`src/rtl/top.sv`:
```
// Self-running register-program sequencer: initialises A..D, loops A/B up by two
// until B reaches 10, then derives C and D from the loop results and halts.
module top (
    input  logic       clk,
    input  logic       rst,
    output logic [7:0] a,
    output logic [7:0] b,
    output logic [7:0] c,
    output logic [7:0] d
);

    localparam int unsigned W          = 8;
    localparam logic [W-1:0] LOOP_LIMIT = W'(10);
    localparam logic [W-1:0] LOOP_STEP  = W'(2);

    typedef enum logic [2:0] {
        ST_START,
        ST_LOOP,
        ST_FIN1,
        ST_FIN2,
        ST_DONE
    } state_e;

    state_e         state_q, state_d;
    logic [W-1:0]   a_q, a_d;
    logic [W-1:0]   b_q, b_d;
    logic [W-1:0]   c_q, c_d;
    logic [W-1:0]   d_q, d_d;

    // State and program registers; reset wins over every state action
    always_ff @(posedge clk) begin
        if (rst) begin
            state_q <= ST_START;
            a_q     <= '0;
            b_q     <= '0;
            c_q     <= '0;
            d_q     <= '0;
        end else begin
            state_q <= state_d;
            a_q     <= a_d;
            b_q     <= b_d;
            c_q     <= c_d;
            d_q     <= d_d;
        end
    end

    // Next-state and register updates; every register holds unless its step writes it
    always_comb begin
        state_d = state_q;
        a_d     = a_q;
        b_d     = b_q;
        c_d     = c_q;
        d_d     = d_q;
        case (state_q)
            ST_START: begin
                a_d     = W'(1);
                b_d     = '0;
                c_d     = '0;
                d_d     = '0;
                state_d = ST_LOOP;
            end
            ST_LOOP: begin
                if (b_q < LOOP_LIMIT) begin
                    a_d = W'(a_q + LOOP_STEP);
                    b_d = W'(b_q + LOOP_STEP);
                end else begin
                    state_d = ST_FIN1;
                end
            end
            ST_FIN1: begin
                c_d     = b_q;
                a_d     = W'(a_q + W'(1));
                state_d = ST_FIN2;
            end
            ST_FIN2: begin
                d_d     = W'(a_q - b_q);
                state_d = ST_DONE;
            end
            ST_DONE: begin
                state_d = ST_DONE;
            end
            default: begin
                state_d = ST_START;
            end
        endcase
    end

    assign a = a_q;
    assign b = b_q;
    assign c = c_q;
    assign d = d_q;

endmodule

```
`config.mk`:
```
export PLATFORM = sky130hd
export DESIGN_NAME = top
export DESIGN_NICKNAME = d
export VERILOG_FILES = /design/src/rtl/top.sv
export SDC_FILE = /design/constraint.sdc
export NUM_CORES = 1
export LEC_CHECK = 0
export BUFFER_PORTS_ARGS = -buffer_cell sky130_fd_sc_hd__buf_2
export CORE_ASPECT_RATIO = 0.9
export CORE_MARGIN = 1.5
export CORE_UTILIZATION = 50
export CTS_CLUSTER_DIAMETER = 120
export DETAILED_ROUTE_END_ITERATION = 16
export GPL_ROUTABILITY_DRIVEN = 1
export GPL_TIMING_DRIVEN = 1
export PLACE_DENSITY = 0.73
export SETUP_SLACK_MARGIN = 0.15
export SYNTH_ARGS = -nofsm -noshare
export SYNTH_HDL_FRONTEND = slang
export SYNTH_SLANG_ARGS = --single-unit
```
`constraint.sdc`:
```
create_clock -name clk -period 2.62 [get_ports clk]
set_input_delay 0.524 -clock clk [delete_from_list [all_inputs] [get_ports clk]]
set_output_delay 0.524 -clock clk [all_outputs]
set_load 0.005 [all_outputs]
```
# Word-level counts from Yosys, hierarchy flattened
# Cells that the tools add are included.
[op_classes]
mux = 8
order_cmp = 1
n_eq_ne = 6
addsub = 4
reduce_logical = 8
[ops]
columns = ["operator", "count"]
rows = [
  ["8-bit one-hot mux with 2 select lines", 3],
  ["8-bit one-hot mux with 3 select lines", 1],
  ["8-bit by 2-bit adder with 8-bit output (second input constant)", 2],
  ["8-bit two-way mux", 2],
  ["3-bit one-hot mux with 4 select lines", 1],
  ["8-bit by 1-bit adder with 8-bit output (second input constant)", 1],
  ["8-bit by 4-bit < comparator with 1-bit output (second input constant)", 1],
  ["8-bit subtractor", 1],
  ["3-bit by 2-bit equality test with 1-bit output (second input constant)", 2],
  ["2-bit nonzero test", 3],
  ["2-bit != test (second input constant)", 2],
  ["2-bit AND reduction", 2],
  ["3-bit by 1-bit equality test with 1-bit output (second input constant)", 1],
  ["3-bit equality test (second input constant)", 1],
  ["3-bit zero test", 1],
  ["3-bit two-way mux", 1],
  ["3-bit nonzero test", 1],
  ["2-bit OR reduction", 1],
]
[totals]
ff_bits = 35
input_bits = 2
output_inout_bits = 32
wordCells = 32

# Logic depth before layout (Yosys ltp)
# Gate-level depths: netlist (run 1).
[depth]
depth_word = 3
depth_mapped = 7
mapped_depth_nobuf = 7

# Worst setup path before layout (run 1)
# Ideal clock, no wire load.
[synth_timing]
path_type = "register to register"
startpoint = "register b_q[4] (netlist: b[4])"
endpoint = "register a_q[6] (netlist: a[6])"
synth_period_minus_slack_ns = 1.932
t_required_ns = 2.549
setup_ns = 0.071
path_stages_with_launch = 6
n_path_buf = 0
slack_ns = 0.688
t_arrival_ns = 1.862
path_cell_list = "dfxtp_1 > or4_4 > nor4_4 > nor2_2 > or4b_1 > a21oi_1"
[synth_between]
elab_chain_cells = 3
[synth_rtl]
columns = ["item", "line_no", "text"]
rows = [
  ["from (decl)", "26", "logic [W-1:0] b_q, b_d;"],
  ["from (signal assigned)", "35", "b_q <= '0;"],
  ["from (signal assigned)", "41", "b_q <= b_d;"],
  ["8-bit by 4-bit < comparator with 1-bit output", "63", "if (b_q < LOOP_LIMIT) begin"],
  ["2-bit != test (no line)", "-", ""],
  ["2-bit AND reduction (no line)", "-", ""],
  ["to (signal assigned)", "34", "a_q <= '0;"],
  ["to (signal assigned)", "40", "a_q <= a_d;"],
  ["to (decl)", "25", "logic [W-1:0] a_q, a_d;"],
]
# Every way passes these cells.
# A chain may end at the register's enable or synchronous reset.

# Worst setup path in the final report (run 1)
# Same ends and word-level chain as after synthesis.

==> results.sh, run 1 <==
export IMPL_timing_max_cap_violations=0
export IMPL_post_cts_resized=0
export IMPL_required_ns=2.82
export IMPL_clock_sinks=34
export IMPL_p_leak_nw=0.897
export IMPL_gp_congestion=0.854
export IMPL_grt_ovfl_total=0
export IMPL_fin_cells=295
export IMPL_end_kind="flip-flop"
export IMPL_die_area_sq_um=4020
export IMPL_finalPower_mw=1.18
export IMPL_holdWs_ns=0.476
export IMPL_core_sq_um=3430
export IMPL_clk_latency_ns=0.28
export IMPL_setup_tns_ns=0
export IMPL_remaining_drc_errors=0
export IMPL_vias_per_cell=5.69
export IMPL_finalSetupViolations=0
export IMPL_ys_seq_area_frac=0.373
export IMPL_syn_inst=219
export IMPL_path_clk_slew_ns=0.07
export IMPL_dr_wl_met2_um=1890
export IMPL_synth_async_reset_ratio=0
export IMPL_r2r_slack_ns=0.57
export IMPL_place_area_sq_um=2010
export IMPL_synth_nets=231
export IMPL_vias=1679
export IMPL_drive_gt1_frac=0.199
export IMPL_syn_cell_area_sq_um=1830
export IMPL_fin_nets=262
export IMPL_drv_slew=0
export IMPL_initial_utilization=0.532
export IMPL_critPathTopFamily="simple AND/OR/NAND/NOR gates"
export IMPL_worst_pin_slew_ns=0.576
export IMPL_ys_seq_elements=34
export IMPL_rsz0062_at_grt="no"
export IMPL_die_x_um=66.7
export IMPL_n_fill_cell=317
export IMPL_clockBufferDepth=2
export IMPL_final_common_cell="dfxtp_1"
export IMPL_dp_cells=287
export IMPL_grt_pass1_vias=1368
export IMPL_met3RoutedLength_um=233
export IMPL_final_util=0.614
export IMPL_synth_edff_count=0
export IMPL_grt_max_degree=35
export IMPL_drtIter0Drc=130
export IMPL_post_cts_buffers=0
export IMPL_crit_type="reg -> reg"
export IMPL_hpwl_um=3100
export IMPL_ios=34
export IMPL_wirelength_um=4190
export IMPL_cp_arrival_ns=2.25
export IMPL_cts_root_buf="clkbuf_8"
export IMPL_p_per_area_nw_per_um2=562
export IMPL_drt_met1_wl_um=1990
export IMPL_place_ws_ns=0.568
export IMPL_ant_nets=0
export IMPL_multiInputGateArea_sq_um=1050
export IMPL_cts_tree="built"
export IMPL_cts_inserted_buffers=5
export IMPL_min_period_over_period=0.782
export IMPL_crit_chain="or4_4 -> nor4_4 -> nor2_2 -> or4b_1 -> a21oi_1"
export IMPL_final_area_sq_um=2110
export IMPL_cts_hold_buf=0
export IMPL_vdd_drop_max_mv=0.344
export IMPL_cts_htree_levels=2
export IMPL_syn_area_per_cell_sq_um=8.34
export IMPL_regArea_sq_um=681
export IMPL_grt_usage=0.220
export IMPL_synth_main_ff_cell="dfxtp_1"
export IMPL_critPathBufInv=0
export IMPL_layout_common_cells="34 x dfxtp_1, 32 x buf_2, 22 x nor2_1"
export IMPL_core_rowCount=20
export IMPL_die_h_um=60.3
export IMPL_yosys_warnings=0
export IMPL_crit_slowest_cell="or4_4"
export IMPL_wl_per_cell_um=14.2
export IMPL_critPathMaxStageDelay_ns=0.58
export IMPL_max_freq_mhz=488
export IMPL_grt_pass1_wl_um=6640
export IMPL_slew_limit_headroom=0.616
export IMPL_hold_class="reg -> reg"
export IMPL_synth_cell_types=50
export IMPL_hold_viol=0
export IMPL_top_layer_used="met4"
export IMPL_firstDrtPassIters=4
export IMPL_antennaDiodeCount=0
export IMPL_skew_ns=0.00640
export IMPL_worstPathMaxFanout=7
export IMPL_areaGrowthSynthToFinish_pct=15.4
export IMPL_status="finished, final reports clean"
export IMPL_portBuffers=32
export IMPL_antenna_found_initial=0
export IMPL_layout_min_cycle_time_ns=2.05
export IMPL_worst_slack_ns=0.571
export IMPL_crit_path_start_kind="flip-flop"
## routing by layer
| metal | GRT usage | vias to the layer above |
|---|---|---|
| met1 | 0.301 | 777 |
| li1 | - | 836 |
| met4 | 0.0758 | 0 |
| met2 | 0.337 | 58 |
| met5 | 0 | - |
| met3 | 0.0621 | 8 |
## Yosys cell counts (all sizes together) (2+ instances only)
cell	count	area [sq um]
ha	9	113
conb	2	7.51
a22o	4	35.0
o21a	3	22.5
and2	7	43.8
nor3	7	35.0
a31oi	7	43.8
nand3b	2	15.0
or2	3	18.8
nor2	24	95.1
nand2b	5	31.3
dfxtp	34	681
inv	14	52.6
a22oi	4	30.0
nand2	14	52.6
nor2b	4	25.0
a21oi	15	75.1
or4	2	18.8
xnor2	7	61.3
nor4	3	33.8
o41ai	2	17.5
clkbuf	9	33.8
o21ai	11	55.1
nand3	3	15.0
nor3b	3	22.5
## cell families after synthesis
family                     share of synthesized area
AOI/OAI and AO/OA                              0.212
xor gates and xnor gates                      0.0384
adders and majority gates                     0.0727
buffers and inverters                         0.0514
DFF                                            0.373
muxes                                        0.00548
other                                        0.00411
and+or+nand+nor                                0.243
## power breakdown
group | switching, mW | total (mW) | internal (mW)
registers | 0.0304 | 0.561 | 0.531
clock network | 0.189 | 0.401 | 0.212
logic | 0.129 | 0.221 | 0.0912
total | 0.349 | 1.18 | 0.834
## registers in the layout, indices dropped and copies added, names as in the netlist
name,cells
d,8
c,8
state_q,3
a,8
b,7
## path summary, 6_finish.rpt
kind                      from                end  cells past startpoint
max          b[4]$_SDFFE_PP0P_  a[6]$_SDFFE_PP0P_                      5
min          d[4]$_SDFFE_PP0P_  d[4]$_SDFFE_PP0P_                      1
min reg2reg  d[4]$_SDFFE_PP0P_  d[4]$_SDFFE_PP0P_                      1
max reg2reg  b[4]$_SDFFE_PP0P_  a[6]$_SDFFE_PP0P_                      5
## worst register-to-register path, cell delays in order (launching register included)
cell and delay, ns:
dfxtp_1 0.34, or4_4 0.58, nor4_4 0.26, nor2_2 0.11, or4b_1 0.52, a21oi_1 0.16
## area by class of cell
class | instances | area share
timing repair buffer | 34 | 0.0832
multi-input combinational | 161 | 0.499
sequential | 34 | 0.323
clock buffer | 7 | 0.0410
tap | 44 | 0.0261
clock inverter | 1 | 0.00238
inverter | 14 | 0.0250
Power figures use the tool's default switching activity.
==> inputs of run 2 (changes only) <==
==> constraint.sdc (replaced) <==
create_clock -name clk -period 2.1 [get_ports clk]
set_input_delay 0.42 -clock clk [delete_from_list [all_inputs] [get_ports clk]]
set_output_delay 0.42 -clock clk [all_outputs]
set_load 0.005 [all_outputs]
==> run 2 against run 1 <==
Maximum frequency increased by 6.5%. Clock power increased by 25%. Register-to-register slack got worse by 0.40 ns. Sequential share of layout area decreased by 1.5 points. Cell count increased by 3.4%. Combinational power increased by 47%. Critical endpoint is now a[7]$_SDFFE_PP0P_. Largest power group unchanged.
==> results.sh, run 2 (synthesis gave the netlist of run 1 again) <==
export IMPL_layout_min_cycle_time_ns=1.92
export IMPL_portBuffers=32
export IMPL_crit_type="reg -> reg"
export IMPL_p_per_area_nw_per_um2=684
export IMPL_die_x_um=66.7
export IMPL_path_clk_slew_ns=0.07
export IMPL_drv_slew=0
export IMPL_n_fill_cell=320
export IMPL_r2r_slack_ns=0.18
export IMPL_ant_nets=0
export IMPL_slew_limit_headroom=0.667
export IMPL_p_leak_nw=0.960
export IMPL_core_rowCount=20
export IMPL_grt_max_degree=20
export IMPL_core_sq_um=3430
export IMPL_drtIter0Drc=126
export IMPL_remaining_drc_errors=0
export IMPL_status="finished, final reports clean"
export IMPL_die_area_sq_um=4020
export IMPL_grt_pass1_vias=1379
export IMPL_required_ns=2.32
export IMPL_ios=34
export IMPL_cts_hold_buf=0
export IMPL_grt_pass1_wl_um=6740
export IMPL_min_period_over_period=0.916
export IMPL_worstPathMaxFanout=4
export IMPL_gp_congestion=0.872
export IMPL_antenna_found_initial=0
export IMPL_max_freq_mhz=520
export IMPL_post_cts_buffers=0
export IMPL_areaGrowthSynthToFinish_pct=21.1
export IMPL_holdWs_ns=0.474
export IMPL_vdd_drop_max_mv=0.412
export IMPL_grt_usage=0.229
export IMPL_wirelength_um=4390
export IMPL_crit_slowest_cell="or4_4"
export IMPL_dp_cells=297
export IMPL_fin_nets=272
export IMPL_die_h_um=60.3
export IMPL_initial_utilization=0.532
export IMPL_cts_inserted_buffers=5
export IMPL_clock_sinks=34
export IMPL_grt_ovfl_total=0
export IMPL_antennaDiodeCount=0
export IMPL_rsz0062_at_grt="yes"
export IMPL_cts_root_buf="clkbuf_8"
export IMPL_hpwl_um=3230
export IMPL_worst_slack_ns=0.176
export IMPL_crit_chain="or4_4 -> o21ai_2 -> nand2_1 -> or4_1 -> a21oi_1"
export IMPL_final_common_cell="dfxtp_1"
export IMPL_clk_latency_ns=0.29
export IMPL_finalSetupViolations=0
export IMPL_wl_per_cell_um=14.4
export IMPL_worst_pin_slew_ns=0.497
export IMPL_place_ws_ns=0.0975
export IMPL_hold_viol=0
export IMPL_hold_class="reg -> reg"
export IMPL_cp_arrival_ns=2.15
export IMPL_vias=1704
export IMPL_firstDrtPassIters=4
export IMPL_critPathMaxStageDelay_ns=0.59
export IMPL_vias_per_cell=5.59
export IMPL_crit_path_start_kind="flip-flop"
export IMPL_cts_tree="built"
export IMPL_cts_htree_levels=2
export IMPL_clockBufferDepth=2
export IMPL_layout_common_cells="33 x dfxtp_1, 32 x buf_2, 22 x nor2_1"
export IMPL_skew_ns=0.00536
export IMPL_setup_tns_ns=0
export IMPL_end_kind="flip-flop"
export IMPL_drive_gt1_frac=0.245
export IMPL_fin_cells=305
export IMPL_timing_max_cap_violations=0
export IMPL_finalPower_mw=1.51
==> run 2: worst paths after layout <==
kind / from / to / cells past startpoint
min: c[0]$_SDFFE_PP0P_ / c[0]$_SDFFE_PP0P_ / 1
max reg2reg: b[5]$_SDFFE_PP0P_ / a[7]$_SDFFE_PP0P_ / 5
max: b[5]$_SDFFE_PP0P_ / a[7]$_SDFFE_PP0P_ / 5
min reg2reg: c[0]$_SDFFE_PP0P_ / c[0]$_SDFFE_PP0P_ / 1
==> run 2: final cells by class <==
cell class / count / area, sq um / area share
inverter: 14 / 52.6 / 0.0238
sequential: 34 / 682 / 0.308
multi-input combinational: 161 / 1080 / 0.488
clock buffer: 7 / 86.3 / 0.0390
tap: 44 / 55.1 / 0.0249
timing repair buffer: 44 / 250 / 0.113
clock inverter: 1 / 5.00 / 0.00226
==> run 2: repair_timing <==
item / in CTS / in global routing
pin swaps: 0 / 3
gates resized for setup: 2 / 4
setup endpoints to repair: 2 / 6
==> run 2: worst max-delay path: cells and delay by family (launching register included) <==
kind / cells / cell delay (ns)
AND/OR/NAND/NOR: 3 / 1.20
flip-flops: 1 / 0.33
AO/OA/AOI/OAI: 2 / 0.33
==> run 2: power breakdown <==
group | internal, mW | switching (mW) | total [mW]
combinational | 0.139 | 0.186 | 0.325
clock | 0.264 | 0.237 | 0.501
sequential | 0.662 | 0.0248 | 0.687
total | 1.07 | 0.447 | 1.51
==> run 2: stage by stage <==
step | utilization | instance area (sq um)
finish | 0.645 | 2210
global placement | 0.609 | 2090
global route | 0.645 | 2210
detailed placement | 0.609 | 2090
CTS | 0.640 | 2190
floorplan | - | 1830
==> run 2: layer usage <==
| metal | track usage | vias up | part of all wire |
|---|---|---|---|
| met4 | 0.108 | 0 | 0.022 |
| met2 | 0.336 | 45 | 0.45 |
| met3 | 0.0452 | 9 | 0.053 |
| met1 | 0.325 | 790 | 0.47 |
| li1 | - | 860 | - |
| met5 | 0 | - | 0 |
